**config.mk**
```make
export PLATFORM = sky130hd
export DESIGN_NAME = md5_search_scheduler
export DESIGN_NICKNAME = d
export VERILOG_FILES = /design/src/rtl/md5_search_scheduler.sv
export SDC_FILE = /design/constraint.sdc
export NUM_CORES = 1
export LEC_CHECK = 0
export BUFFER_PORTS_ARGS = -buffer_cell sky130_fd_sc_hd__buf_4
export CORE_MARGIN = 5
export CORE_UTILIZATION = 57
export CTS_BUF_LIST = sky130_fd_sc_hd__clkbuf_2
export CTS_CLUSTER_SIZE = 20
export DETAILED_ROUTE_END_ITERATION = 8
export PLACE_DENSITY_LB_ADDON = 0.05
export SYNTH_ARGS = -nofsm -noshare
export SYNTH_HDL_FRONTEND = slang
export SYNTH_SLANG_ARGS = --single-unit
```
**constraint.sdc**
```tcl
create_clock -name clk -period 2.8 [get_ports clk]
set_clock_uncertainty 0.1 [all_clocks]
set_input_delay 0 -clock clk [delete_from_list [all_inputs] [get_ports clk]]
set_output_delay 0 -clock clk [all_outputs]
set_load 0.01 [all_outputs]
```
**src/rtl/md5_search_scheduler.sv**
```systemverilog
`default_nettype none
// ============================================================================
// Module   : md5_search_scheduler
// Purpose  : Issues candidate suffix indices to the MD5 datapath, tracks the
//            in-flight candidates in an in-order tag FIFO, checks returned
//            digests for leading zero nibbles and reports the lowest match.
// Options  : MD5_SEARCH_STATS_EN - enables the hashes_checked counter
//            (tied to zero when undefined).
// Revision : 1.0 - initial release
// ============================================================================
module md5_search_scheduler #(
  parameter int INDEX_WIDTH  = 24,
  parameter int MAX_INFLIGHT = 8,
  parameter int START_INDEX  = 1
) (
  input  logic                   clk,
  input  logic                   reset_n,
  input  logic                   start,
  input  logic [3:0]             zero_nibbles,
  output logic                   cand_valid,
  input  logic                   cand_ready,
  output logic [INDEX_WIDTH-1:0] cand_index,
  input  logic                   digest_valid,
  input  logic [127:0]           digest_data,
  output logic                   busy,
  output logic                   done,
  output logic                   found,
  output logic [INDEX_WIDTH-1:0] result_index,
  output logic                   protocol_error,
  output logic [31:0]            hashes_checked
);

  localparam int PTR_W = (MAX_INFLIGHT > 1) ? $clog2(MAX_INFLIGHT) : 1;
  localparam int CNT_W = PTR_W + 1;
  localparam logic [CNT_W-1:0]       c_max_inflight = CNT_W'(MAX_INFLIGHT);
  localparam logic [INDEX_WIDTH-1:0] c_start_index  = INDEX_WIDTH'(START_INDEX);
  localparam logic [INDEX_WIDTH-1:0] c_last_index   = '1;

  typedef enum logic [1:0] {
    ST_IDLE  = 2'd0,
    ST_ISSUE = 2'd1,
    ST_DRAIN = 2'd2,
    ST_DONE  = 2'd3
  } state_t;

  // Reset is asserted asynchronously and released synchronously.
  logic [1:0] r_rst_sync;
  logic       w_rst_n;

  state_t                 r_state;
  state_t                 w_next_state;
  logic [3:0]             r_zn;
  logic [INDEX_WIDTH-1:0] r_index;
  logic                   r_cand_valid;
  logic                   w_cand_valid_next;
  logic                   r_exhausted;
  logic                   w_exhausted_next;
  logic [INDEX_WIDTH-1:0] r_fifo [MAX_INFLIGHT];
  logic [PTR_W-1:0]       r_wr_ptr;
  logic [PTR_W-1:0]       r_rd_ptr;
  logic [CNT_W-1:0]       r_count;
  logic [CNT_W-1:0]       w_count_next;
  logic                   r_found;
  logic [INDEX_WIDTH-1:0] r_result;
  logic                   r_perr;

  logic                   w_start_ok;
  logic                   w_push;
  logic                   w_pop;
  logic                   w_match;
  logic                   w_first_match;
  logic [3:0]             w_zn_eff;
  logic [INDEX_WIDTH-1:0] w_head;

  // Only the top eight nibbles can ever be inspected.
  logic unused_digest_bits;
  assign unused_digest_bits = ^digest_data[95:0];

  // Two-flop release synchronizer for the internal reset.
  always_ff @(posedge clk or negedge reset_n) begin
    if (!reset_n) r_rst_sync <= 2'b00;
    else          r_rst_sync <= {r_rst_sync[0], 1'b1};
  end
  assign w_rst_n = r_rst_sync[1];

  assign w_start_ok    = start && ((r_state == ST_IDLE) || (r_state == ST_DONE));
  assign w_push        = r_cand_valid && cand_ready;
  assign w_pop         = digest_valid && (r_count != '0);
  assign w_head        = r_fifo[r_rd_ptr];
  assign w_zn_eff      = (r_zn > 4'd8) ? 4'd8 : r_zn;
  assign w_first_match = w_pop && w_match && (r_state == ST_ISSUE);
  assign w_exhausted_next = r_exhausted || (w_push && (r_index == c_last_index));

  // Leading-zero check over the first w_zn_eff nibbles of the digest.
  always_comb begin
    w_match = 1'b1;
    for (int i = 0; i < 8; i++) begin
      if ((4'(i) < w_zn_eff) && (digest_data[127-4*i -: 4] != 4'd0)) begin
        w_match = 1'b0;
      end
    end
  end

  // Tag FIFO occupancy after this cycle's push/pop.
  always_comb begin
    w_count_next = r_count;
    if (w_push && !w_pop)      w_count_next = r_count + 1'b1;
    else if (!w_push && w_pop) w_count_next = r_count - 1'b1;
  end

  // FSM state register.
  always_ff @(posedge clk or negedge w_rst_n) begin
    if (!w_rst_n) r_state <= ST_IDLE;
    else          r_state <= w_next_state;
  end

  // FSM next state and next candidate-valid.
  always_comb begin
    w_next_state      = r_state;
    w_cand_valid_next = 1'b0;
    case (r_state)
      ST_IDLE, ST_DONE: begin
        if (start) w_next_state = ST_ISSUE;
      end
      ST_ISSUE: begin
        if (w_pop && w_match) begin
          // A handshake in the match cycle is already in w_count_next.
          w_next_state = (w_count_next == '0) ? ST_DONE : ST_DRAIN;
        end else if (r_exhausted && (w_count_next == '0)) begin
          w_next_state = ST_DONE;
        end
      end
      ST_DRAIN: begin
        if (w_count_next == '0) w_next_state = ST_DONE;
      end
      default: w_next_state = ST_IDLE;
    endcase
    if (w_start_ok) begin
      w_cand_valid_next = 1'b1;
    end else if (w_next_state == ST_ISSUE) begin
      w_cand_valid_next = (w_count_next < c_max_inflight) && !w_exhausted_next;
    end
  end

  // Candidate index generator; stops at all-ones instead of wrapping.
  always_ff @(posedge clk or negedge w_rst_n) begin
    if (!w_rst_n) begin
      r_index      <= c_start_index;
      r_exhausted  <= 1'b0;
      r_cand_valid <= 1'b0;
      r_zn         <= 4'd0;
    end else begin
      r_cand_valid <= w_cand_valid_next;
      if (w_start_ok) begin
        r_index     <= c_start_index;
        r_exhausted <= 1'b0;
        r_zn        <= zero_nibbles;
      end else if (w_push) begin
        if (r_index == c_last_index) r_exhausted <= 1'b1;
        else                         r_index     <= r_index + 1'b1;
      end
    end
  end

  // Tag FIFO storage (no reset needed; validity is tracked by r_count).
  always_ff @(posedge clk) begin
    if (w_push) r_fifo[r_wr_ptr] <= r_index;
  end

  // Tag FIFO pointers and occupancy; flushed on an accepted start.
  always_ff @(posedge clk or negedge w_rst_n) begin
    if (!w_rst_n) begin
      r_wr_ptr <= '0;
      r_rd_ptr <= '0;
      r_count  <= '0;
    end else if (w_start_ok) begin
      r_wr_ptr <= '0;
      r_rd_ptr <= '0;
      r_count  <= '0;
    end else begin
      if (w_push) r_wr_ptr <= r_wr_ptr + 1'b1;
      if (w_pop)  r_rd_ptr <= r_rd_ptr + 1'b1;
      r_count <= w_count_next;
    end
  end

  // Result capture and the sticky protocol error.
  always_ff @(posedge clk or negedge w_rst_n) begin
    if (!w_rst_n) begin
      r_found  <= 1'b0;
      r_result <= '0;
      r_perr   <= 1'b0;
    end else begin
      if (digest_valid && (r_count == '0)) r_perr <= 1'b1;
      if (w_start_ok) begin
        r_found  <= 1'b0;
        r_result <= '0;
      end else if (w_first_match) begin
        r_found  <= 1'b1;
        r_result <= w_head;
      end
    end
  end

`ifdef MD5_SEARCH_STATS_EN
  logic [31:0] r_hashes;

  // Saturating count of digests evaluated since the last start.
  always_ff @(posedge clk or negedge w_rst_n) begin
    if (!w_rst_n) begin
      r_hashes <= 32'd0;
    end else if (w_start_ok) begin
      r_hashes <= 32'd0;
    end else if (w_pop && ((r_state == ST_ISSUE) || (r_state == ST_DRAIN)) &&
                 (r_hashes != 32'hFFFF_FFFF)) begin
      r_hashes <= r_hashes + 32'd1;
    end
  end
  assign hashes_checked = r_hashes;
`else
  assign hashes_checked = 32'd0;
`endif

  assign cand_valid     = r_cand_valid;
  assign cand_index     = r_cand_valid ? r_index : '0;
  assign busy           = (r_state == ST_ISSUE) || (r_state == ST_DRAIN);
  assign done           = (r_state == ST_DONE);
  assign found          = r_found;
  assign result_index   = r_result;
  assign protocol_error = r_perr;

endmodule
`default_nettype wire

```
==> results of run 1 <==
[cells by family (layout without fill, tap and decap cells)]
group | after synthesis | count (layout) | synth area share (%)
other cells | 2 | 34 | 0.0679
simple gates | 195 | 195 | 8.69
compound gates | 62 | 62 | 4.22
xor+xnor | 28 | 28 | 2.22
flops | 262 | 262 | 68.0
fa+ha+maj | 8 | 8 | 0.905
buf+inv | 77 | 301 | 3.89
mux | 73 | 73 | 12.0
[state kept, by name (all words and copies together), names as in the netlist]
register	cells
r_fifo	192
r_index	24
result_index	24
r_count	4
r_zn	4
r_rd_ptr	3
r_wr_ptr	3
r_rst_sync	2
r_state	2
cand_valid	1
found	1
protocol_error	1
r_exhausted	1
[cells in the final DEF (no fill, tap or decap), types with 3 or more instances in the layout]
| cell type | instances |
|---|---|
| a211oi_1 | 19 |
| a211oi_2 | 5 |
| a21oi_1 | 7 |
| and2_1 | 25 |
| and3_1 | 7 |
| and4_1 | 3 |
| buf_12 | 7 |
| buf_4 | 126 |
| clkbuf_16 | 3 |
| clkbuf_2 | 99 |
| clkinv_1 | 16 |
| conb_1 | 33 |
| dfrtp_1 | 63 |
| dfrtp_2 | 5 |
| dlygate4sd3_1 | 33 |
| edfxtp_1 | 192 |
| ha_1 | 7 |
| inv_1 | 11 |
| inv_2 | 4 |
| mux2i_1 | 25 |
| mux4_2 | 48 |
| nand2_1 | 39 |
| nand2b_1 | 3 |
| nand3_1 | 11 |
| nand4_1 | 10 |
| nor2_1 | 62 |
| nor2_2 | 3 |
| nor3_1 | 3 |
| nor3_2 | 3 |
| nor4_1 | 7 |
| nor4_4 | 3 |
| o21ai_0 | 8 |
| xnor2_1 | 10 |
| xor2_1 | 18 |
[stage by stage]
stage               setup TNS (ns)  utilization [%]
global placement                 0             63.4
detailed placement               0             63.4
finish                    -0.00533             69.4
floorplan                   -15.95                -
CTS                              0             68.4
global route                -0.187             69.4
[how the worst max path moves through the flow]
stage / to / slack, ns / cells past startpoint
after floorplan: r_fifo[2][0] / -0.22 / 4
after global placement: cand_valid / 0.12 / 9
after detailed placement: cand_valid / 0.07 / 9
after CTS: r_state[1] / 0.01 / 10
after global routing: cand_valid / -0.06 / 10
final: result_index[17] / -0.005 / 14
[per-layer routing]
| metal | up-vias | part of all wire [%] | global-route usage (%) | routed length (um) |
|---|---|---|---|---|
| met3 | 46 | 5.7 | 4.35 | 1500 |
| met4 | 0 | 2.2 | 7.92 | 577 |
| li1 | 3057 | - | - | - |
| met5 | - | 0 | 0 | 0 |
| met2 | 254 | 52 | 39.8 | 13700 |
| met1 | 3480 | 40 | 29.8 | 10600 |
[critical path: cells and delay by family]
| kind | cells | cell delay [ns] |
|---|---|---|
| simple gates | 5 | 0.60 |
| buf+inv | 7 | 2.40 |
| compound gates | 2 | 0.36 |
[area by class of cell]
cell class              instances  area, sq um
repair buffers                169         1490
inverters                      11         41.3
multi-input cells             399         3350
fillers                      1367         5900
well taps                     265          332
flip-flops and latches        262         7530
clock buffers                  99          495
clock inverters                22          135
diodes                          1         2.50
[timing repair]
item / CTS / global route
buffers inserted: 0 / 6
setup endpoints to repair: 0 / 28
hold buffers: 34 / 2
hold endpoints to repair: 76 / 2
resized for setup: 0 / 14
[power groups by stage]
stage | Combinational (mW) | Clock, mW | Sequential (mW)
5_1_grt | 3.71 | 2.94 | 5.13
2_1_floorplan | 2.18 | 0 | 5.03
3_5_place_dp | 3.18 | 0 | 5.15
6_report | 3.41 | 2.60 | 5.07
3_3_place_gp | 3.11 | 0 | 5.11
4_1_cts | 3.27 | 2.69 | 5.06
==> qor.csv, run 1 <==
stage;metric;value;unit
placed_design;place_congestion;0.783;
yosys;synth_edf_count;192;
worst_setup_path;r2r_cells;11;
die;fp.dieW;149;um
timing;min_period_over_period;100;%
worst_setup_path;arrival;3.36;ns
clock_tree;clk_path_buf_depth;3;
pwr;pwr-share-comb;30.7;%
pwr;swShare;33.3;%
detailed_routing;drt_iter0_markers;482;
placed_design;dpl-instance-area;12200;sq um
yosys;synth_top_area_share;52.1;%
yosys;yosys.cell_types.count;58;
die;dieArea;22300;sq um
timing;slew_violations;0;
pwr;p_switching;3.69;mW
worst_setup_path;cpMaxStageDelayCell;dlygate4sd3_1;
worst_setup_path;startpoint;digest_data[102];
worst_setup_path;crit_type;primary input to register;
clock_tree;root_buffer;clkbuf_2;
timing;hold_violations;0;
die;start_util;57.4;%
worst_setup_path;cp-end-kind;register;
die;rows;51;
yosys;ys_top_cells_by_area;edfxtp_1, dfrtp_1, mux4_2;
cells_and_area;fin_area;13400;sq um
flow_run;maxCapViolCount;0;
worst_setup_path;rrSetupSlack;0.05;ns
yosys;synth_area;11100;sq um
clock_tree;clock_latency;0.79;ns
yosys;synth_seq_area_share;68.0;%
detailed_routing;post_drt_wl_per_cell;21.5;um
yosys;yosys.area.top_type;edfxtp_1;
pwr;power.total;11.1;mW
detailed_routing;viasPerCell;5.57;
timing;slew_headroom;49.8;%
detailed_routing;remaining_drc_errors;0;
grt;grt_overflow;0;
yosys;synth-seq-cells;262;
worst_setup_path;cp_data_required_time;3.35;ns
pwr;seqPwrFrac;45.7;%
yosys;yosysMostFrequentCell;edfxtp_1;
die;core-area;19300;sq um
worst_setup_path;worstPathMaxFanout;12;
placed_design;dp.cells;1064;
cells_and_area;areaGrowthSynthToFinish;20.9;%
yosys;syn_area_per_cell;15.6;sq um
timing;timing.final.ws_setup;-0.00533;ns
timing;setup_violations;1;
detailed_routing;drt-pass1-iter-count;5;
clock_tree;cts_tree;built;
grt;grt_usage;23.1;%
worst_setup_path;max_stage_delay;0.59;ns
yosys;async_flop_share;26.7;%
timing;whs;0.130;ns
detailed_routing;ant_nets;0;
detailed_routing;drt-total-wl;26400;um
worst_setup_path;crit_path_start_kind;primary input;
cells_and_area;nets;1054;
clock_tree;clock_sinks;262;
outcome;status;finished with violations;
pwr;irDropWorstVdd;474;uV
min_path;hp-class;primary input to register;
worst_setup_path;r2r-end;result_index[17];
die;dieHeight;149;um
pwr;leakagePower;5.12;nW
outcome;violations;negative setup slack;
grt;grt_max_degree;50;
pwr;internal_power;7.39;mW
grt;grt_first_pass_wirelength;39100;um
cells_and_area;fin_cells;1228;
worst_setup_path;crit_chain;dlygate4sd3_1, buf_4, nor4_4, dlygate4sd3_1, nand2_1, dlygate4sd3_1, a21oi_1, nand4_1, buf_4, nor2_4, buf_12, clkbuf_16, nor2_1, a211oi_1;
placed_design;portBuffers;93;
worst_setup_path;r2r_start;r_zn[0];
timing;fmax;356;MHz
die;boundaryPins;222;
grt;antenna_found_initial;1;
yosys;yosys-top-cells-count;edfxtp_1, dfrtp_1, nor2_1;
clock_tree;path_clk_slew;0.09;ns
min_path;min_from;digest_valid;
clock_tree;numCtsBuffers;66;
min_path;min_to;r_rd_ptr[2];
worst_setup_path;crit_top_cell;dlygate4sd3_1;
min_path;holdPathStages;5;
yosys;ys.flop_type;edfxtp_1;
yosys;yosysWarnings;0;
pwr;power.density;829;nW/um^2
timing;period_needed;2.81;ns
pwr;pwr-share-clk;23.5;%
placed_design;dp_slack;0.0676;ns
detailed_routing;vias;6837;
cells_and_area;layout-drive-gt1-share;33.6;%
placed_design;dpl.hpwl;14800;um
timing;tightest_slew;0.753;ns
yosys;synth_cells;707;
clock_tree;htreeDepth;3;
grt;grt_pass1_vias;7166;
Power figures use the tool's default switching activity.
==> inputs of run 2 (changes only) <==
- SETUP_SLACK_MARGIN: unset -> 0.4
==> run 2 against run 1 <==
Net effect: the flow now finishes without violations; critical endpoint is now cand_valid; register-to-register slack better by 0.33 ns; largest power group unchanged; non-clock buffer count is 9 higher; clock power is 2% lower; wire length is 2.7% higher; sequential share of layout area is 0.64 points lower.
==> qor.csv, run 2 (synthesis gave the netlist of run 1 again) <==
stage;metric;value;unit;change
die;start_util;57.4;%;unchanged
detailed_routing;viasPerCell;5.69;;+2.1%
placed_design;portBuffers;93;;unchanged
clock_tree;path_clk_slew;0.09;ns;about the same
grt;grt_overflow;0;;unchanged
timing;slew_violations;0;;unchanged
cells_and_area;largest_register;r_fifo;;
detailed_routing;ant_nets;0;;unchanged
worst_setup_path;rrSetupSlack;0.38;ns;+0.33 ns
die;fp.dieW;149;um;unchanged
worst_setup_path;r2r_start;r_count[0];;
die;boundaryPins;222;;unchanged
worst_setup_path;worstPathMaxFanout;5;;-7
timing;fmax;413;MHz;+16%
die;rows;51;;unchanged
grt;grt_usage;22.9;%;-0.23 points
cells_and_area;fillers;1371;;+0.29%
detailed_routing;post_drt_wl_per_cell;22.0;um;+2.4%
pwr;leakagePower;5.22;nW;+2.0%
outcome;status;finished clean;;
timing;rsz0062_at_grt;yes;;
pwr;irDropWorstVdd;571;uV;+21%
worst_setup_path;crit_path_start_kind;register;;
cells_and_area;layout-drive-gt1-share;36.4;%;+2.8 points
placed_design;dp_slack;-0.00374;ns;-0.0713 ns
detailed_routing;drt_iter0_markers;480;;-0.41%
die;dieHeight;149;um;unchanged
grt;grt_max_degree;69;;+38%
worst_setup_path;endpoint;cand_valid;;
timing;hold_violations;0;;unchanged
placed_design;dpl.hpwl;14100;um;-5.2%
cells_and_area;multi_input_area;3420;sq um;+2.1%
clock_tree;clock_latency;0.78;ns;about the same
pwr;power.total;11.2;mW;+0.67%
detailed_routing;vias;6999;;+2.4%
grt;grt_pass1_vias;7134;;-0.45%
worst_setup_path;cp_data_required_time;3.34;ns;about the same
flow_run;maxCapViolCount;0;;unchanged
cells_and_area;nets;1063;;+0.85%
detailed_routing;drt-total-wl;27100;um;+2.7%
detailed_routing;remaining_drc_errors;0;;unchanged
timing;timing.final.ws_setup;0.380;ns;+0.385 ns
grt;antenna_found_initial;1;;unchanged
clock_tree;cts_tree;built;;
cells_and_area;largest_register_ffs;192;;unchanged
grt;grt_first_pass_wirelength;38800;um;-0.83%
worst_setup_path;r2r_cells;10;;-1
placed_design;dpl-instance-area;12200;sq um;-0.49%
clock_tree;clk_path_buf_depth;3;;unchanged
cells_and_area;areaGrowthSynthToFinish;22.4;%;
pwr;power.density;824;nW/um^2;-0.53%
die;dieArea;22300;sq um;unchanged
timing;tightest_slew;1.00;ns;+0.249 ns
cells_and_area;fin_cells;1231;;+0.24%
cells_and_area;register_area;7530;sq um;about the same
clock_tree;numCtsBuffers;66;;unchanged
timing;slew_headroom;33.2;%;-17 points
clock_tree;htreeDepth;3;;unchanged
cells_and_area;final_cell_mix;edfxtp_1, buf_4, clkbuf_2, nor2_1, dfrtp_1;;
detailed_routing;drt-pass1-iter-count;5;;unchanged
min_path;hp-class;primary input to register;;
worst_setup_path;r2r-end;cand_valid;;
cells_and_area;mostFrequentLayoutCell;edfxtp_1;;
clock_tree;clock_sinks;262;;unchanged
timing;setup_violations;0;;-1
clock_tree;root_buffer;clkbuf_2;;
timing;period_needed;2.42;ns;-0.385 ns
timing;min_period_over_period;86.4;%;-14 points
worst_setup_path;cp-end-kind;register;;
die;core-area;19300;sq um;unchanged
worst_setup_path;startpoint;r_count[0];;
placed_design;dp.cells;1056;;-0.75%
cells_and_area;fin_area;13500;sq um;+1.2%
worst_setup_path;arrival;2.96;ns;-0.40 ns
worst_setup_path;crit_type;register to register;;
placed_design;place_congestion;0.788;;+0.59%
[run 2: cell types whose count changed in the layout (fill, tap and decap cells not counted), moves of 2 or more]
cell,previous run,this run
a21oi_1,7,5
buf_4,126,128
dfrtp_2,5,8
dfrtp_1,63,60
dlymetal6s4s_1,0,2
a211oi_2,5,10
clkinv_1,16,6
inv_1,11,9
clkbuf_2,99,106
buf_8,0,2
a211oi_1,19,14
[run 2: worst min-delay path by stage]
stage / end / start / depth (start not counted)
floorplan: r_rst_sync[0] / reset_n / 0
detailed placement: r_rst_sync[0] / reset_n / 1
finish: r_rd_ptr[2] / digest_valid / 5
global placement: r_rst_sync[0] / reset_n / 1
global route: r_rd_ptr[2] / digest_valid / 5
CTS: r_rd_ptr[2] / digest_valid / 5
[run 2: report_power, final]
part	internal (mW)	leakage (nW)	switching (mW)
Sequential	4.64	2.68	0.426
Clock	1.07	0.472	1.46
Combinational	1.68	2.07	1.88
[run 2: metal layers]
| layer | wire (um) | GRT usage, % | vias up |
|---|---|---|---|
| li1 | - | - | 3087 |
| met1 | 11100 | 30.4 | 3601 |
| met2 | 13900 | 38.5 | 259 |
| met3 | 1590 | 4.22 | 52 |
| met4 | 525 | 7.92 | 0 |
| met5 | 0 | 0 | - |
[run 2: through the flow]
| step | hold slack, ns | setup TNS (ns) | util [%] |
|---|---|---|---|
| after global routing | 0.0988 | 0 | 70.2 |
| after global placement | -0.318 | 0 | 63.1 |
| final | 0.159 | 0 | 70.2 |
| after detailed placement | -0.315 | -0.00374 | 63.1 |
| after floorplan | -0.396 | -15.95 | - |
| after CTS | 0.0275 | 0 | 68.3 |
[run 2: area by class of cell]
class / instances / share of cell area [%]
Antenna cell: 1 / 0.0185
Clock buffer: 106 / 3.92
Clock inverter: 9 / 0.453
Inverter: 11 / 0.305
Multi-Input combinational cell: 399 / 25.3
Sequential cell: 262 / 55.6
Tap cell: 265 / 2.45
Timing Repair Buffer: 178 / 12.0
[run 2: critical path, stage by stage, from the launching register on]
cell and delay, ns:
dfrtp_2 0.41, inv_2 0.09, ha_4 0.16, or3b_4 0.42
nand3_4 0.07, nand4_1 0.10, a222oi_1 0.35, buf_4 0.17
o21a_1 0.13, o221ai_2 0.12, o211ai_1 0.21
[run 2: what timing repair did]
action | CTS | global route
hold buffers | 36 | 0
cloned | 0 | 7
pin swaps | 4 | 14
hold endpoints to repair | 59 | 0
gates resized for setup | 10 | 32
setup endpoints to repair | 38 | 42
setup buffers | 5 | 12
